## config.mk

```make
export PLATFORM = sky130hd
export DESIGN_NAME = reg_bank_param
export DESIGN_NICKNAME = d
export VERILOG_FILES = /design/src/rtl/reg_bank_param.sv
export SDC_FILE = /design/constraint.sdc
export NUM_CORES = 1
export LEC_CHECK = 0
export CAP_MARGIN = 10
export CORE_MARGIN = 8
export CORE_UTILIZATION = 35
export DETAILED_ROUTE_END_ITERATION = 6
export PLACE_DENSITY = 0.58
export SYNTH_ARGS = -nofsm -noshare
export SYNTH_HDL_FRONTEND = slang
export SYNTH_SLANG_ARGS = --single-unit
```

## constraint.sdc

```tcl
create_clock -name clock -period 4 [get_ports clock]
set_input_delay 0.8 -clock clock [delete_from_list [all_inputs] [get_ports clock]]
set_output_delay 0.8 -clock clock [all_outputs]
set_load 0.02 [all_outputs]
```

## src/rtl/reg_bank_param.sv

```systemverilog
// Parametrised GPR bank with combinational read ports, optional write bypass,
// a dedicated link register (ra) and a dump sequencer that streams every register.
module reg_bank_param #(
  parameter int unsigned DATA_W   = 8,
  parameter int unsigned ADDR_W   = 3,
  parameter int unsigned NUM_REGS = 5,
  parameter bit          BYPASS   = 1'b1
) (
  input  logic              clock,
  input  logic              reset,
  input  logic [ADDR_W-1:0] rd_addr1,
  input  logic [ADDR_W-1:0] rd_addr2,
  output logic [DATA_W-1:0] rd_data1,
  output logic [DATA_W-1:0] rd_data2,
  input  logic              wr_en,
  input  logic [ADDR_W-1:0] wr_addr,
  input  logic [DATA_W-1:0] wr_data,
  input  logic              link_en,
  input  logic [DATA_W-1:0] link_data,
  output logic [DATA_W-1:0] ra_out,
  input  logic              dump_start,
  output logic              dump_busy,
  output logic              dump_valid,
  output logic [ADDR_W-1:0] dump_idx,
  output logic [DATA_W-1:0] dump_data
);

  localparam logic [ADDR_W-1:0] LinkAddr = {ADDR_W{1'b1}};
  localparam logic [ADDR_W-1:0] LastReg  = ADDR_W'(NUM_REGS - 1);

  localparam logic StIdle = 1'b0;
  localparam logic StScan = 1'b1;

  logic [DATA_W-1:0] regs_q [NUM_REGS];
  logic [DATA_W-1:0] regs_d [NUM_REGS];
  logic [DATA_W-1:0] ra_q, ra_d;
  logic              state_q, state_d;
  logic [ADDR_W-1:0] idx_q, idx_d;

  function automatic logic is_mapped(input logic [ADDR_W-1:0] a);
    return (32'(a) < NUM_REGS) || (a == LinkAddr);
  endfunction

  // Storage view only; unmapped addresses read as zero.
  function automatic logic [DATA_W-1:0] stored(input logic [ADDR_W-1:0] a);
    logic [DATA_W-1:0] v;
    v = '0;
    for (int unsigned i = 0; i < NUM_REGS; i++) begin
      if (a == ADDR_W'(i)) v = regs_q[i];
    end
    if (a == LinkAddr) v = ra_q;
    return v;
  endfunction

  // Link port outranks a general write to ra, so it is checked first.
  function automatic logic [DATA_W-1:0] rd_port(input logic [ADDR_W-1:0] a);
    if (BYPASS && link_en && (a == LinkAddr)) return link_data;
    if (BYPASS && wr_en && is_mapped(wr_addr) && (wr_addr == a)) return wr_data;
    return stored(a);
  endfunction

  assign rd_data1 = rd_port(rd_addr1);
  assign rd_data2 = rd_port(rd_addr2);
  assign ra_out   = ra_q;

  always_comb begin
    regs_d = regs_q;
    ra_d   = ra_q;
    if (wr_en) begin
      for (int unsigned i = 0; i < NUM_REGS; i++) begin
        if (wr_addr == ADDR_W'(i)) regs_d[i] = wr_data;
      end
      if (wr_addr == LinkAddr) ra_d = wr_data;
    end
    if (link_en) ra_d = link_data;
  end

  // Scan walks 0..NUM_REGS-1, then jumps to the link address and stops.
  always_comb begin
    state_d = state_q;
    idx_d   = idx_q;
    if (state_q == StIdle) begin
      if (dump_start) begin
        state_d = StScan;
        idx_d   = '0;
      end
    end else begin
      if (idx_q == LinkAddr) begin
        state_d = StIdle;
        idx_d   = '0;
      end else if (idx_q == LastReg) begin
        idx_d = LinkAddr;
      end else begin
        idx_d = idx_q + 1'b1;
      end
    end
  end

  always_ff @(posedge clock) begin
    if (reset) begin
      for (int unsigned i = 0; i < NUM_REGS; i++) regs_q[i] <= '0;
      ra_q    <= '0;
      state_q <= StIdle;
      idx_q   <= '0;
    end else begin
      regs_q  <= regs_d;
      ra_q    <= ra_d;
      state_q <= state_d;
      idx_q   <= idx_d;
    end
  end

  assign dump_valid = (state_q == StScan);
  assign dump_busy  = dump_valid;
  assign dump_idx   = idx_q;
  assign dump_data  = stored(idx_q);

endmodule

```

# == Yosys cells after proc, flatten, opt, wreduce, memory -nomap -nowiden ==
# Index checks and enable logic that the tools add are counted.
# totals
regBits,52
inputBits,30
wordCells,93
# op_classes
n_addsub,1
magnitude_cmp,1
n_eq_ne,22
mux,42
reduce_logical,19
# ops
cell,count
8-bit 2-to-1 mux,29
3-bit by 2-bit == test with 1-bit output (second input constant),8
3-bit == test (second input constant),8
3-bit by 1-bit == test with 1-bit output (second input constant),4
3-bit zero test,4
3-bit 2-to-1 mux,4
2-bit AND reduction,6
1-bit 2-to-1 mux,9
3-bit == test,2
2-bit nonzero test,3
1-bit logical AND,5
3-bit by 1-bit adder with 3-bit output (second input constant),1
3-bit < comparator (second input constant),1
1-bit logical OR,1

# == Depth between registers and ports, before layout ==
# depth
word_depth,9
ltp_mapped,8

# == Worst setup path before layout ==
# OpenSTA, ideal clock, no wires.
# synth_timing
path_kind,input to output
startpoint,in rd_addr2[2]
endpoint,out rd_data2[0]
t_arrival_ns,2.257
required_ns,3.200
slack_ns,0.943
stages,6
path_buffers,2
path_cell_list,clkbuf_1 -> or4_1 -> o21ai_1 -> a41o_1 -> buf_6 -> mux2i_1
# synth_between
elab_chain_cells,9
word_cells_on_any_way,21
classes_between,6 x eq/ne; 12 x mux; 3 x reduce/logical
# synth_lines
item,line,rtl
from (decl),12,"input logic [ADDR_W-1:0] rd_addr2,"
3-bit zero test,49,if (a == ADDR_W'(i)) v = regs_q[i];
8-bit 2-to-1 mux (5 in series),49,
8-bit 2-to-1 mux,51,if (a == LinkAddr) v = ra_q;
8-bit 2-to-1 mux,59,return stored(a);
8-bit 2-to-1 mux (*),58,if (BYPASS && wr_en && is_mapped(wr_addr) && (wr_addr == a)) return wr_data;
to (decl),14,"output logic [DATA_W-1:0] rd_data2,"
# Every way passes the cells marked *; elsewhere a longest branch is shown, timed or not. The select of a mux whose other input is x is not followed.

# == Worst setup path after layout ==
# layout_timing
startpoint,in wr_addr[0]
endpoint,out rd_data1[0]
# layout_between
elab_chain_cells,8
word_cells_on_any_way,11
classes_between,1 x order compare; 2 x eq/ne; 5 x mux; 3 x reduce/logical
# layout_lines
item,line,rtl
from (decl),16,"input logic [ADDR_W-1:0] wr_addr,"
3-bit < comparator / 3-bit == test (equally long branches),41,return (32'(a) < NUM_REGS) || (a == LinkAddr);
1-bit logical OR,41,
1-bit logical AND,58,
1-bit logical AND (*),58,
1-bit 2-to-1 mux (2 in series),58,
8-bit 2-to-1 mux (*),59,
8-bit 2-to-1 mux (*),58,
to (decl),13,"output logic [DATA_W-1:0] rd_data1,"
# Marks and branches as above.

==> metrics.md <==
| Metric | Value |
|---|---|
| Routed WL | roughly 14000 microns |
| Final Critical Period | ~3.9 ns |
| Warnings from Yosys | 0 |
| Vias in the first global route | ~4000 |
| Worst path bufs/invs | 3 |
| Num Clock Sinks | 52 |
| Leakage | 0.00182 uW |
| ANT cells | 0 |
| Synthesized cell area | around 0.0040 sq mm |
| MaxCap Viol Count | 0 |
| Worst min-delay path class | reg -> reg |
| Total global-route track usage | 17.7% |
| Grt ovf | 0 |
| Post-synth EDFFs | 0 |
| Setup TNS | 0 ns |
| Max VDD drop | roughly 0.00024 V |
| Num CTS Buffers | 5 |
| Sequential area share after synthesis | approximately a quarter |
| Fin nets | ~640 |
| DRC viols | 0 |
| Outcome | complete, no violations |
| Clock transition at path regs | ~0.070 ns |
| Setup CP Type | in -> out |
| Worst path cell trace | clkdlybuf4s50_1 > buf_4 > and3_1 > o211ai_1 > nand2_2 > o31ai_1 > clkdlybuf4s50_1 |
| Period utilization | 96.8% |
| Area Overhead vs Synth | 24.7% |
| Post-DP HPWL | ~11000 microns |
| Clock Path Buffers | 2 |
| Cts hold-fix bufs | 0 |
| Cell Pwr Density | around 300 mW/mm^2 |
| Core footprint | between 0.01 and 0.015 sq mm |
| Clock skew | 0.00622 ns |
| Worst EP arrival | between 3 and 4 ns |
| Setup Viol. Count Final | 0 |
| CP endpoint kind | output port |
| Most frequent cell on the critical path | clkdlybuf4s50_1 |
| Worst EP required | about 3.2 ns |
| Largest net degree at the start of global routing | 53 |
| Crit. Startpoint | wr_addr[0] |
| Std cell rows | 39 |
| Die Ht | 123 microns |
| Count of different cell masters after synthesis | 50 |
| Via count | 4249 |
| Register bit total from synthesis | 52 |
| Antenna viol nets, final | 0 |
| R2r worst-path depth | 6 |
| CTS tree | built |
| Crit path max-delay family | buffers and inverters |
| Wire length per cell | 18.4 microns |
| GP Congestion | approximately 0.89 |
| CP startpoint kind | primary input |
| CP max stage delay | between 0.6 and 0.7 ns |
| Initial antenna violation count | 0 |
| Mean post-synth cell area | just over 7 sq um |
| R2R setup slack | 2.10 ns |
| DRT iter0 DRCs | 267 |
| Share of cells above drive strength 1 | 6.68% |
| Unrepaired setup endpoints after global routing | false |
| DR vias/cell | around 5.7 |
| Crit path capture | rd_data1[0] |
| Chip Width | around 120 microns |
| First-pass GRT wire length | between 20000 and 25000 microns |
| Die area | between 0.015 and 0.02 sq mm |
| IO buf count | between 60 and 70 |
| Ports | 67 |
| Syn_nets | approximately 600 |
| Clk_lat worst skew | a little under 0.3 ns |
| Hold Slack | 0.502 ns |
| H-tree depth | 2 |
| WP depth | 7 |
| Root Buffer | clkbuf_16 |
| Worst Tran Pin Value | 0.973 ns |
| CP max stage cell | clkdlybuf4s50_1 |
| Achievable frequency | about 0.26 GHz |
| FFs w/ async S/R, synth | 0% |
| Ys flop type | dfxtp_1 |
| DR pass1 iterations | 4 |
| Slew Limit Fails | 0 |
| Crit-path max FO | 8 |
| FF-to-FF Start | dump_idx[0] |
| R2r endpoint | dump_idx[2] |
| Worst rel slew slack | a little over a third |
| Initial Utilization | a little over a third |
| Final Hold Vio Count | 0 |
| Gate Count Post-Synth | 563 |
-- power breakdown --
group / switching [uW] / internal (uW) / leakage, uW
Clock: 201 / 355 / 0.0000899
Sequential: 24.2 / 534 / 0.000423
Combinational: 204 / 159 / 0.00131
Total: 430 / 1050 / 0.00182
-- flip-flops by register name (all words and copies together), names as in the netlist --
name	cells
ra_out	8
dump_busy	1
dump_idx	3
regs_q	40
-- placed cells by master, fill, tap and decap left out, drive strengths merged, types with 2 or more instances in the layout --
cell type      count
o22ai             15
and3               2
inv               28
bufinv             2
a21boi             7
dlymetal6s2s       8
dfxtp             52
xnor2              2
a41o               2
o31ai              8
nor2              20
nor3               4
nand3b             2
o21ai             10
clkbuf             5
buf               25
nand2b             4
mux2i             32
and3b              7
o32ai              7
a22oi              7
a21oi            122
ha                 6
a211oi            24
nand3              3
nand2             85
clkdlybuf4s50     57
nor2b             20
a221oi             7
or3                2
nor3b             10
-- cell families (layout without fill, tap and decap cells) --
group,after synthesis,after routing,synth area share (%)
compound gates,216,216,32.9
flops,52,52,26.2
fa+ha+maj,6,6,1.89
buf+inv,89,125,9.50
simple gates,164,164,20.3
xor+xnor,3,3,0.661
mux,33,33,8.62
-- stage by stage --
step / worst slack [ns] / utilization (%) / cells / area [sq um] / power [uW]
finish: 0.129 / 44.0 / 742 / 4960 / 1480
global route: 0.0466 / 44.0 / 742 / 4960 / 1540
CTS: 0.0146 / 43.7 / 741 / 4920 / 1480
detailed placement: 0.0486 / 42.0 / 734 / 4740 / 934
global placement: 0.120 / 42.0 / 734 / 4740 / 929
floorplan: 0.943 / - / 563 / 3980 / 780
-- worst min path at each step --
stage | cells past startpoint | endpoint | slack (ns) | startpoint
after detailed placement | 2 | regs_q[36] | 0.49 | regs_q[36]
after global routing | 2 | regs_q[34] | 0.52 | regs_q[34]
final | 2 | regs_q[36] | 0.50 | regs_q[36]
after CTS | 2 | regs_q[36] | 0.50 | regs_q[36]
after global placement | 2 | regs_q[32] | 0.48 | regs_q[32]
after floorplan | 2 | regs_q[32] | 0.45 | regs_q[32]
-- routing by layer --
| metal | track usage (%) | part of all wire (%) | vias up |
|---|---|---|---|
| li1 | - | - | 2073 |
| met1 | 23.9 | 46 | 1999 |
| met2 | 28.5 | 46 | 160 |
| met3 | 2.62 | 6.7 | 17 |
| met4 | 5.03 | 1.8 | 0 |
| met5 | 0 | 0 | - |
-- cell type report --
| cell class | count | area, sq um |
|---|---|---|
| repair buffers | 90 | 881 |
| fillers | 1143 | 6310 |
| well taps | 143 | 179 |
| clock buffers | 5 | 125 |
| flip-flops and latches | 52 | 1040 |
| inverters | 28 | 105 |
| clock inverters | 2 | 60.1 |
| multi-input cells | 422 | 2570 |
-- cell usage after synthesis (all sizes together) (2+ instances only) --
library cell	n	share of area (%)
nand2b	4	0.63
nor3b	10	2.0
and3b	7	1.5
and3	2	0.31
a211oi	24	4.5
a21boi	7	1.3
o22ai	15	2.4
nand3	3	0.38
o21ai	10	1.3
nand3b	2	0.38
mux2i	32	8.1
inv	28	2.6
buf	22	3.2
nor3	4	0.76
xnor2	2	0.44
ha	6	1.9
dfxtp	52	26
a41o	2	0.50
nand2	85	8.0
a221oi	7	1.5
nor2b	20	3.1
clkbuf	39	3.7
a22oi	7	1.3
o31ai	8	1.5
a21oi	122	15
nor2	20	1.9
or3	2	0.31
o32ai	7	1.5
-- repair_timing --
item / in CTS / in global routing
hold endpoints to repair: 0 / 0
buffers inserted: 0 / 1
gates resized for setup: 0 / 10
setup endpoints to repair: 0 / 11
-- worst register-to-register path: stages, from the launching register on --
cell     delay (ns)
dfxtp_1        0.42
ha_1           0.21
ha_1           0.59
nor2b_1        0.13
a21oi_1        0.18
o22ai_1        0.10
nor2b_1        0.13
(Power assumes the default switching activity.)
